## config.mk

```make
export PLATFORM = sky130hd
export DESIGN_NAME = pid_seq
export DESIGN_NICKNAME = d
export VERILOG_FILES = /design/src/rtl/pid_seq_pkg.sv /design/src/rtl/pid_seq_frwrd_ramp.sv /design/src/rtl/pid_seq.sv
export SDC_FILE = /design/constraint.sdc
export NUM_CORES = 1
export LEC_CHECK = 0
export ABC_AREA = 1
export BUFFER_PORTS_ARGS = -buffer_cell sky130_fd_sc_hd__buf_4
export CORE_MARGIN = 3
export CORE_UTILIZATION = 36
export CTS_BUF_LIST = sky130_fd_sc_hd__clkbuf_2
export CTS_CLUSTER_SIZE = 28
export DETAILED_ROUTE_END_ITERATION = 10
export SETUP_SLACK_MARGIN = 0.1
export SLEW_MARGIN = 30
export SYNTH_ARGS = -nofsm -noshare
export SYNTH_HDL_FRONTEND = slang
export SYNTH_HIERARCHICAL = 1
export SYNTH_SLANG_ARGS = --single-unit
```

## constraint.sdc

```tcl
create_clock -name clk -period 2.8 [get_ports clk]
set_input_delay 0.84 -clock clk [delete_from_list [all_inputs] [get_ports clk]]
set_output_delay 0.84 -clock clk [all_outputs]
set_load 0.05 [all_outputs]
```

## src/rtl/pid_seq_pkg.sv

```systemverilog
// Shared types and constants for the PID motion sequencer.
// Build option: PID_SEQ_FAST_SIM_EN selects a large ramp step for quick simulation.
package pid_seq_pkg;

    typedef enum logic [1:0] {
        StIdle,
        StTurn,
        StRamp,
        StDecel
    } state_t;

`ifdef PID_SEQ_FAST_SIM_EN
    localparam logic [9:0] INC = 10'h020;
`else
    localparam logic [9:0] INC = 10'h003;
`endif

    // Braking is twice as aggressive as acceleration
    localparam logic [9:0] DEC = {INC[8:0], 1'b0};

    localparam logic [9:0]  FRWRD_MAX_DEF   = 10'h2A0;
    localparam logic [11:0] TURN_THRESH_DEF = 12'd44;

    // Magnitude of a signed 12-bit error; 13 bits so 12'h800 maps to +2048
    function automatic logic [12:0] abs_err(input logic [11:0] e);
        logic [12:0] x;
        x = {e[11], e};
        return x[12] ? (~x + 13'd1) : x;
    endfunction

endpackage

```

## src/rtl/pid_seq_frwrd_ramp.sv

```systemverilog
// Forward-speed register with saturating up/down steps.
// Build option: PID_SEQ_FAST_SIM_EN (through pid_seq_pkg) sets the step size.
module frwrd_ramp
    import pid_seq_pkg::*;
#(
    parameter logic [9:0] FRWRD_MAX = FRWRD_MAX_DEF
) (
    input  logic       clk,
    input  logic       rst_n,
    input  logic       inc,
    input  logic       dec,
    input  logic       clr,
    output logic [9:0] frwrd
);

    logic [9:0]  frwrd_q;
    logic [9:0]  frwrd_d;
    logic [10:0] up_sum;

    // Next speed: clear wins, then increment (saturating), then decrement (floored at 0)
    always_comb begin
        frwrd_d = frwrd_q;
        up_sum  = {1'b0, frwrd_q} + {1'b0, INC};
        if (clr) begin
            frwrd_d = '0;
        end else if (inc) begin
            frwrd_d = (up_sum > {1'b0, FRWRD_MAX}) ? FRWRD_MAX : up_sum[9:0];
        end else if (dec) begin
            frwrd_d = (frwrd_q > DEC) ? (frwrd_q - DEC) : '0;
        end
    end

    // Speed register
    always_ff @(posedge clk or negedge rst_n) begin
        if (!rst_n) begin
            frwrd_q <= '0;
        end else begin
            frwrd_q <= frwrd_d;
        end
    end

    assign frwrd = frwrd_q;

endmodule

```

## src/rtl/pid_seq.sv

```systemverilog
// Motion sequencer feeding the wheel-speed PID: turn to heading, ramp up,
// count line crossings, ramp down, then report done.
// Build option: PID_SEQ_FAST_SIM_EN (through pid_seq_pkg) sets the ramp step size.
module pid_seq
    import pid_seq_pkg::*;
#(
    parameter logic [9:0]  FRWRD_MAX   = FRWRD_MAX_DEF,
    parameter logic [11:0] TURN_THRESH = TURN_THRESH_DEF
) (
    input  logic        clk,
    input  logic        rst_n,
    input  logic        cmd_go,
    input  logic [11:0] dsrd_hdg_in,
    input  logic [2:0]  squares,
    input  logic [11:0] heading,
    input  logic        heading_rdy,
    input  logic        cntrIR,
    output logic [11:0] error,
    output logic        err_vld,
    output logic        moving,
    output logic [9:0]  frwrd,
    output logic        busy,
    output logic        done
);

    state_t      state_q, state_d;
    logic [11:0] hdg_q;
    logic [2:0]  sq_q;
    logic [3:0]  line_cnt_q;
    logic        ir_q, ir_prev_q;
    logic [11:0] error_q;
    logic        err_vld_q;
    logic        done_q, done_d;
    logic        latch_cmd;
    logic        ramp_inc, ramp_dec, ramp_clr;
    logic        ir_rise;
    logic [12:0] err_mag;

    assign ir_rise = ir_q & ~ir_prev_q;
    assign err_mag = abs_err(error_q);

    // Next-state and ramp controls
    always_comb begin
        state_d   = state_q;
        done_d    = 1'b0;
        latch_cmd = 1'b0;
        ramp_inc  = 1'b0;
        ramp_dec  = 1'b0;
        ramp_clr  = 1'b0;
        unique case (state_q)
            StIdle: begin
                ramp_clr = 1'b1;
                if (cmd_go) begin
                    latch_cmd = 1'b1;
                    state_d   = StTurn;
                end
            end
            StTurn: begin
                if (err_vld_q && (err_mag < {1'b0, TURN_THRESH})) begin
                    if (sq_q == 3'd0) begin
                        done_d  = 1'b1;
                        state_d = StIdle;
                    end else begin
                        state_d = StRamp;
                    end
                end
            end
            StRamp: begin
                // Step still applies in the cycle the distance is reached
                ramp_inc = heading_rdy;
                if (line_cnt_q == {sq_q, 1'b0}) begin
                    state_d = StDecel;
                end
            end
            StDecel: begin
                if (heading_rdy) begin
                    ramp_dec = 1'b1;
                    if (frwrd <= DEC) begin
                        done_d  = 1'b1;
                        state_d = StIdle;
                    end
                end
            end
            default: state_d = StIdle;
        endcase
    end

    // State, command latches, done pulse
    always_ff @(posedge clk or negedge rst_n) begin
        if (!rst_n) begin
            state_q <= StIdle;
            hdg_q   <= '0;
            sq_q    <= '0;
            done_q  <= 1'b0;
        end else begin
            state_q <= state_d;
            done_q  <= done_d;
            if (latch_cmd) begin
                hdg_q <= dsrd_hdg_in;
                sq_q  <= squares;
            end
        end
    end

    // Line sensor edge detect and crossing counter (counts only while ramping)
    always_ff @(posedge clk or negedge rst_n) begin
        if (!rst_n) begin
            ir_q       <= 1'b0;
            ir_prev_q  <= 1'b0;
            line_cnt_q <= '0;
        end else begin
            ir_q      <= cntrIR;
            ir_prev_q <= ir_q;
            if (latch_cmd) begin
                line_cnt_q <= '0;
            end else if ((state_q == StRamp) && ir_rise) begin
                line_cnt_q <= line_cnt_q + 4'd1;
            end
        end
    end

    // Heading error, registered on each heading sample while a move is active
    always_ff @(posedge clk or negedge rst_n) begin
        if (!rst_n) begin
            error_q   <= '0;
            err_vld_q <= 1'b0;
        end else begin
            err_vld_q <= heading_rdy && (state_q != StIdle);
            if (heading_rdy && (state_q != StIdle)) begin
                error_q <= heading - hdg_q;
            end
        end
    end

    frwrd_ramp #(
        .FRWRD_MAX (FRWRD_MAX)
    ) u_frwrd_ramp (
        .clk   (clk),
        .rst_n (rst_n),
        .inc   (ramp_inc),
        .dec   (ramp_dec),
        .clr   (ramp_clr),
        .frwrd (frwrd)
    );

    assign error   = error_q;
    assign err_vld = err_vld_q;
    assign moving  = (state_q != StIdle);
    assign busy    = (state_q != StIdle);
    assign done    = done_q;

endmodule
```

==> impl_metrics.toml, run 1 <==
[status]
status = "complete, no violations"

[synth]
syn_nets = 542
synthCells = 492
synth_warnings = 6
syn_avg_cell_area_um2 = 7.02
synth-seq-cells = 47
yosysSeqAreaShare_pct = 34.1
synthDistinctLibCells = 37
synthesis.area_um2 = 3450

[drt]
routedWlPerCell_um = 12.2
dr.pass1.iters = 4
dr.first_iter.drc_count = 168
via_per_inst = 4.77
drt-total-wl_um = 8280
drcViolationCount = 0
vias = 3245
postRouteAntennaNets = 0

[place]
placed_area_um2 = 4010
place_inst = 673
portBuffers = 57
gp_congestion = 0.892
dp_hpwl_um = 6620

[power]
seq_power_share_pct = 28.2
p_sw_mw = 2.66
leakagePower_nw = 2.07
intPower_mw = 2.11
combinationalPowerShare_pct = 66.0
total_power_mw = 4.78
switching_share_pct = 55.8
powerDensity_nw_per_um2 = 1180
vdd_drop_max_mv = 0.396
p_clk_share_pct = 5.8

[floorplanning]
core_area_um2 = 9280
initial_core_util_pct = 37.2
fp-row-count = 35
ios = 58
die-area_um2 = 10800
die_x_um = 104
die_height_um = 104

[cts]
cts.sinks = 47
clock_path_buffers = 2
postCtsHoldBufs = 0
clock_latency_ns = 0.40
post_cts_buffers = 0
cts_buffers = 5
cts_resized = 0
htree_levels = 2
clk_pin_slew_ns = 0.25
root_buffer = "clkbuf_2"
cts_tree = "yes"

[global_route]
track_usage_pct = 15.7
grt_pass1_vias = 2912
grt_max_degree = 48
globalRoute.totalOverflow = 0
antenna_found_initial = 0
grt_pass1_wl_um = 14200

[final_layout]
finalInstanceArea_um2 = 4060
antennaDiodeCount = 0
final_cell_mix = "147 x nand2_1, 61 x buf_4, 60 x inv_1, 47 x dfrtp_1, 42 x nand3_1"
syn_to_final_growth_pct = 17.5
num-fill-cells = 977
stdcell_count = 681
drive_gt1_share_pct = 19.0
mostFrequentLayoutCell = "nand2_1"
fin_nets = 601

[setup_path]
worst_setup_path_end_kind = "output port"
r2r_end = "u_frwrd_ramp/frwrd[4]"
startpoint_type = "register"
arrival_ns = 1.51
cp_max_fo = 7
required_ns = 1.96
crit_type = "register to output port"
r2r_cells = 14
r2r_start = "u_frwrd_ramp/frwrd[1]"
rrSetupSlack_ns = 0.65

[timing]
clock_skew_ns = 0.0287
fin_crit_ns = 2.35
drv_slew = 0
timing.fmax_ghz = 0.426
tightest_slew_ns = 0.586
timing.slew.headroom_pct = 60.9
min_period_over_period_pct = 83.9
setup_viol = 0
fin_tns_setup_ns = 0
finalHoldViolCount = 0
rsz0062_at_grt = "false"

[job]
max_cap_viol_count = 0

[hold_path]
hold_path_class = "input pin to asynchronous set/reset pin"
[metal layers]
layer  vias up  part of all wire [%]  track usage [%]
met2        73                    45             24.5
li1       1692                     -                -
met5         -                     0                0
met4         0                  0.72             3.61
met1      1476                    51             23.3
met3         4                   3.2             1.92
[cell type report]
type	count	area [um2]	share of cell area, %
clock buffer	6	30.0	0.741
clock inverter	2	12.5	0.309
inverter	66	248	6.11
multi-input combinational	370	1970	48.6
sequential	47	1180	29.0
tap	129	161	3.98
timing repair buffer	61	458	11.3
[worst max-delay path, stage by stage, from the launching register on]
cell and delay [ns]:
dfrtp_1 0.50, nor2_1 0.07, buf_4 0.16, inv_1 0.14, buf_4 0.22
[per-stage QoR]
stage,hold WS [ns],util [%],setup WS [ns]
after CTS,0.399,43.7,0.407
after global routing,0.360,43.7,0.279
after floorplan,0.354,-,0.572
after global placement,0.367,43.2,0.467
after detailed placement,0.362,43.2,0.444
final,0.391,43.7,0.452
[worst max-delay path by stage]
stage                           from  endpoint  slack (ns)  cells after the start
after global placement    heading[3]  error[8]        0.47                      9
final                       register    moving        0.45                      4
after detailed placement  heading[3]  error[8]        0.44                      9
after global routing        register    moving        0.28                      4
after CTS                   register    moving        0.41                      4
after floorplan             register    moving        0.57                      3
[logic make-up after synthesis]
family                     share of synthesized area, %
AOI/OAI and AO/OA                                  10.2
DFF                                                34.1
xor gates and xnor gates                           4.57
and+or+nand+nor                                    35.5
buffers and inverters                              8.88
adders and majority gates                          6.74
[cell usage after synthesis]
master,n,area [um2]
nor2_1,30,113
or2_2,2,12.5
fa_1,1,20.0
inv_2,5,18.8
o21a_1,1,7.51
a211oi_1,1,7.51
nand3_1,42,210
nor3_2,3,30.0
or2_1,3,18.8
buf_4,3,22.5
a21oi_2,1,8.76
xor2_1,12,105
nor3_1,8,40.0
inv_1,60,225
a21oi_1,15,75.1
nand2_2,10,62.6
a21o_1,3,22.5
nand2_1,147,552
buf_2,5,25.0
nor2_2,6,37.5
xnor2_1,6,52.6
a22oi_1,1,7.51
o21ai_0,34,170
nor2_4,2,22.5
o22ai_1,4,25.0
ha_1,17,213
nor4_1,1,6.26
o21ai_2,1,8.76
nand4_1,8,50.1
dfrtp_1,47,1180
clkinv_1,1,3.75
nor2b_4,1,13.8
or2_0,1,6.26
buf_6,1,11.3
nand3_2,4,40.0
nand2_4,1,11.3
o21ai_1,4,20.0
[power groups by stage]
stage | Combinational (mW) | Sequential (mW) | Clock [mW]
global placement | 3.14 | 1.35 | 0
floorplan | 1.95 | 1.74 | 0
global route | 3.55 | 1.40 | 0.318
finish | 3.15 | 1.35 | 0.275
CTS | 3.17 | 1.34 | 0.286
detailed placement | 3.16 | 1.36 | 0
[registers in the layout (all words and copies together), names as in the netlist, named ones only]
signal	cells
ir_q	1
hdg_q	12
error	12
done	1
state_q	1
ir_prev_q	1
line_cnt_q	4
sq_q	3
u_frwrd_ramp/frwrd	10
err_vld	1
Note: power is estimated with default switching activity, not from simulation.
==> inputs of run 2 (changes only) <==
- ABC_AREA: 1 -> 0
- clock period: 2.8 -> 1.9 ns (I/O delays scaled with it)
==> run 2 against run 1 <==
  * Critical path type is now register to register
  * Combinational power is 89% higher
  * Worst hold slack worse by 0.27 ns
  * The flow now finishes with violations (setup timing)
  * Sequential power is 39% higher
  * Routed wire length is 11% higher
  * Final area is 25% higher
  * Critical path depth is 5 higher
  * Highest routed layer unchanged
  * Critical endpoint is now u_frwrd_ramp/frwrd[1]
  * Count of clock-buffer cells in the layout is 2 higher
  * Global-route usage is 2.7 points higher
  * Largest power group unchanged
  * Flip-flop and latch count stayed put
==> impl_metrics.toml, run 2 <==
[cts]
clock_latency_ns = 0.42
cts.sinks = 47
clk_pin_slew_ns = 0.25
root_buffer = "clkbuf_2"
clock_path_buffers = 2
postCtsHoldBufs = 0
cts_buffers = 5
htree_levels = 2
cts_tree = "yes"

[power]
total_power_mw = 8.23
vdd_drop_max_mv = 0.809
leakagePower_nw = 2.23
powerDensity_nw_per_um2 = 1630

[synth]
yosysSeqAreaShare_pct = 36.7
synth.most_common_cell = "dfrtp_1"
ys_top_cells_by_area = "dfrtp_1 37%, ha_1 6.6%, o21ai_0 4.8%"
synth_edf_count = 0
synthCells = 364
synth_warnings = 6
syn_avg_cell_area_um2 = 8.79
synth_common_cells = "47 x dfrtp_1, 36 x nand2_1, 31 x o21ai_0, 28 x nor2_1, 21 x inv_1"
syn_nets = 414
synthDistinctLibCells = 65
synth_top_area_cell = "dfrtp_1"
netlist.area_leader.share_pct = 36.7
synth_ff_type = "dfrtp_1"
synth-async-reset-ratio_pct = 100
synthesis.area_um2 = 3200
synth-seq-cells = 47

[floorplanning]
initial_core_util_pct = 38.0
die_x_um = 100
die_height_um = 100
die-area_um2 = 10100
core_area_um2 = 8420
ios = 58
fp-row-count = 33

[final_layout]
final_cell_mix = "124 x buf_4, 36 x nand2_1, 31 x dfrtp_1, 24 x nor2_1, 24 x o21ai_0"
finalInstanceArea_um2 = 5060
area.sequential_um2 = 1200
fin_nets = 567
num-fill-cells = 747
syn_to_final_growth_pct = 58.1
drive_gt1_share_pct = 48.6
final_util_pct = 60.1
antennaDiodeCount = 0
mostFrequentLayoutCell = "buf_4"
multi_input_area_um2 = 2160

[setup_path]
cp_max_fo = 5
required_ns = 2.24
crit_type = "register to register"
startpoint_type = "register"
worst_setup_path_end_kind = "register"
arrival_ns = 2.44

[place]
dp_hpwl_um = 6700
gp_congestion = 0.873
portBuffers = 57
placed_area_um2 = 4420

[timing]
timing.slew.headroom_pct = 58.5
tightest_slew_ns = 0.622
timing.fmax_ghz = 0.477
finalHoldViolCount = 0
layout_setup_ws_ns = -0.195
rsz0062_at_grt = "true"
drv_slew = 0
setup_viol = 10
clock_skew_ns = 0.0352
fin_crit_ns = 2.10
min_period_over_period_pct = 110
whs_ns = 0.120

[global_route]
track_usage_pct = 18.4
globalRoute.totalOverflow = 0
antenna_found_initial = 0
grt_pass1_wl_um = 15100
grt_max_degree = 48
grt_pass1_vias = 3213

[drt]
postRouteAntennaNets = 0
routedWlPerCell_um = 14.7
vias = 3272
drcViolationCount = 0
via_per_inst = 5.25
dr.pass1.iters = 4
dr.first_iter.drc_count = 112
drt-total-wl_um = 9160

[job]
max_cap_viol_count = 0

[hold_path]
hold_path_class = "input pin to asynchronous set/reset pin"

[status]
status = "complete, but fails checks"
violations = "setup timing"
==> run 2: final cells by class <==
| class | instances | share of cell area (%) |
|---|---|---|
| flip-flops and latches | 47 | 23.7 |
| clock buffers | 8 | 0.791 |
| inverters | 21 | 1.76 |
| well taps | 105 | 2.60 |
| repair buffers | 163 | 28.4 |
| multi-input cells | 279 | 42.7 |
==> run 2: worst paths after layout <==
kind	start	to	slack [ns]	depth (start not counted)
min reg2reg	ir_q	ir_prev_q	0.43	0
max	u_frwrd_ramp/frwrd[1]	u_frwrd_ramp/frwrd[1]	-0.20	9
min in group clk	cntrIR	ir_q	0.23	1
max reg2reg	u_frwrd_ramp/frwrd[1]	u_frwrd_ramp/frwrd[1]	-0.20	9
max in group asynchronous	rst_n	u_frwrd_ramp/frwrd[6]	1.31	1
min	rst_n	line_cnt_q[0]	0.12	1
==> run 2: what timing repair did <==
action / in CTS / in global routing
setup endpoints to repair: 31 / 42
endpoints found under the hold margin: 0 / 0
pin swaps: 16 / 8
buffers inserted: 14 / 15
gates resized for setup: 52 / 41
==> run 2: worst max-delay path, cell delays in order (launching register included) <==
cell,delay [ns]
dfrtp_2,0.48
inv_4,0.07
ha_4,0.16
nand3b_1,0.18
or4b_4,0.49
a21oi_2,0.15
a21o_1,0.16
o21ai_2,0.07
buf_6,0.14
o221ai_2,0.14
==> run 2: cell families (layout without fill, tap and decap cells) <==
group / Yosys count / after routing / synth area share (%)
mux: 10 / 10 / 3.36
simple gates: 137 / 137 / 23.1
compound gates: 95 / 95 / 19.6
buf+inv: 38 / 192 / 4.73
fa+ha+maj: 18 / 18 / 7.27
flops: 47 / 47 / 36.7
xor+xnor: 19 / 19 / 5.20
==> run 2: metrics by stage <==
stage | TNS, ns | std cells | worst slack, ns
6_report | -1.29 | 623 | -0.195
5_1_grt | -2.89 | 623 | -0.327
4_1_cts | -1.48 | 608 | -0.206
3_5_place_dp | -3.56 | 586 | -0.338
3_3_place_gp | -3.00 | 586 | -0.304
2_1_floorplan | -1.85 | 364 | -0.246
==> run 2: where the power goes <==
part	switching (mW)	internal [mW]	total, mW	leakage, nW
Clock	0.311	0.108	0.419	0.0332
Sequential	0.426	1.44	1.87	0.553
Combinational	3.04	2.90	5.94	1.64
Total	3.78	4.45	8.23	2.23
==> run 2: layer usage <==
metal	GRT usage [%]	wire, um	part of all wire (%)	vias to the layer above
met5	0	0	0	-
met4	4.77	87	0.95	0
met3	3.06	309	3.4	8
met2	32.0	4770	52	56
met1	23.6	4000	44	1573
li1	-	-	-	1635
==> inputs of run 3 (changes only) <==
- ABC_AREA: 0 -> 1
- CTS_BUF_LIST: sky130_fd_sc_hd__clkbuf_2 -> sky130_fd_sc_hd__clkbuf_8 sky130_fd_sc_hd__clkbuf_16
==> run 3 against run 2 <==
  * The flow now finishes without violations
  * Worst setup slack gained 0.22 ns
  * Routed wire length down 3.3%
  * Register-to-register slack gained 0.22 ns
  * Sequential share of layout area is 2.1 points higher
  * Highest routed layer unchanged
  * First-iteration DRC count rose by 54%
  * Core utilization fell by 11 points
  * Critical path depth up 1
  * Flip-flop and latch count did not move
  * Fmax grew 11%
  * Combinational power decreased by 7.9%
  * Total power about the same
==> impl_metrics.toml, run 3 (synthesis results as in run 1) <==
[status]
status = "complete, no violations"

[floorplanning]
initial_core_util_pct = 37.2
ios = 58
die_x_um = 104
die-area_um2 = 10800
fp-row-count = 35
die_height_um = 104
core_area_um2 = 9280

[timing]
timing.slew.headroom_pct = 65.4
drv_slew = 0
fin_crit_ns = 1.88
fin_tns_setup_ns = 0
rsz0062_at_grt = "true"
tightest_slew_ns = 0.519
setup_viol = 0
finalHoldViolCount = 0
clock_skew_ns = 0.00724
min_period_over_period_pct = 98.9
timing.fmax_ghz = 0.532

[final_layout]
fin_nets = 632
mostFrequentLayoutCell = "nand2_1"
antennaDiodeCount = 0
syn_to_final_growth_pct = 33.2
drive_gt1_share_pct = 30.2
final_cell_mix = "140 x nand2_1, 92 x buf_4, 55 x inv_1, 42 x dfrtp_1, 41 x nand3_1"
stdcell_count = 712
num-fill-cells = 916

[setup_path]
cp_top_family = "simple AND/OR/NAND/NOR gates"
path_cells = "buf_4 > ha_1 > nor3_2 > nor3_4 > nor2_2 > inv_1 > or2_1 > nand2_1 > nand2_1 > nand2_1"
critPathBufInv = 2
cpPeakStageDelay_ns = 0.53
arrival_ns = 2.11
crit_top_cell = "nand2_1"
cp_max_fo = 5
cp_slowest_cell = "dfrtp_4"
startpoint_type = "register"
worst_setup_path_end_kind = "register"
required_ns = 2.13
crit_type = "register to register"

[global_route]
antenna_found_initial = 0
globalRoute.totalOverflow = 0
grt_pass1_vias = 3149
track_usage_pct = 16.2
grt_max_degree = 35
grt_pass1_wl_um = 14700

[drt]
routedWlPerCell_um = 12.4
postRouteAntennaNets = 0
dr.pass1.iters = 4
via_per_inst = 4.69
drt-total-wl_um = 8860
dr.first_iter.drc_count = 173
drcViolationCount = 0
vias = 3337

[place]
place_inst = 697
portBuffers = 57
dp_hpwl_um = 6980
gp_congestion = 0.965

[cts]
clock_latency_ns = 0.30
htree_levels = 2
cts.sinks = 47
root_buffer = "clkbuf_8"
postCtsHoldBufs = 0
clk_pin_slew_ns = 0.09
clock_path_buffers = 2
cts_buffers = 5
cts_tree = "yes"

[power]
leakagePower_nw = 2.30
total_power_mw = 8.23
vdd_drop_max_mv = 0.611
powerDensity_nw_per_um2 = 1790

[job]
max_cap_viol_count = 0

[hold_path]
hold_path_class = "input pin to asynchronous set/reset pin"
run 3: cell count changes in the layout (fill, tap and decap cells not counted), moves of 13 or more:
cell / before / now
buf_4: 124 / 92
buf_6: 22 / 0
buf_8: 13 / 0
inv_1: 15 / 55
nand2_1: 36 / 140
nand2_2: 0 / 14
nand3_1: 12 / 41
run 3: worst paths after layout:
path / start / to / slack, ns / cells after the start
setup reg to reg: u_frwrd_ramp/frwrd[1] / u_frwrd_ramp/frwrd[2] / 0.02 / 10
hold / removal: rst_n / hdg_q[9] / 0.20 / 1
min in group clk: cntrIR / ir_q / 0.37 / 1
setup / recovery: u_frwrd_ramp/frwrd[1] / u_frwrd_ramp/frwrd[2] / 0.02 / 10
max in group asynchronous: rst_n / error[10] / 1.20 / 2
hold reg to reg: ir_q / ir_prev_q / 0.38 / 0
run 3: power breakdown:
group	leakage [nW]	switching (mW)	internal [mW]	total (mW)
Sequential	0.583	0.558	1.44	1.99
Combinational	1.65	3.33	2.14	5.47
Clock	0.0612	0.332	0.426	0.758
Total	2.30	4.22	4.00	8.23
run 3: final cells by class:
cell class / instances / area (um2) / area share [%]
Clock inverter: 2 / 35.0 / 0.762
Sequential cell: 47 / 1180 / 25.8
Inverter: 66 / 253 / 5.50
Clock buffer: 6 / 82.6 / 1.80
Tap cell: 129 / 161 / 3.51
Timing Repair Buffer: 92 / 691 / 15.0
Multi-Input combinational cell: 370 / 2190 / 47.7
run 3: metrics by stage:
step,hold slack [ns],area [um2],setup WS [ns],utilization [%]
floorplan,0.274,3570,0.0582,-
global placement,0.364,4310,-0.0545,46.5
detailed placement,0.361,4310,-0.0869,46.5
CTS,0.225,4490,0.0232,48.3
global route,0.226,4600,-0.0933,49.5
finish,0.196,4600,0.0205,49.5
run 3: worst register-to-register path: cells and delay by family (launching register included):
family | cells | cell delay [ns]
and+or+nand+nor | 7 | 0.87
DFF | 1 | 0.53
buffers and inverters | 2 | 0.23
adders and majority gates | 1 | 0.19
run 3: routing by layer:
layer	share of wire, %	GRT usage [%]	up-vias
met5	0	0	-
met2	46	27.0	77
met3	3.4	2.61	11
li1	-	-	1757
met1	49	21.9	1492
met4	1.6	4.18	0
run 3: repair_timing:
item | CTS | global route
buffers inserted | 3 | 4
endpoints found under the hold margin | 0 | 0
pin swaps | 13 | 6
endpoints found under the setup margin | 11 | 20
resized for setup | 9 | 19
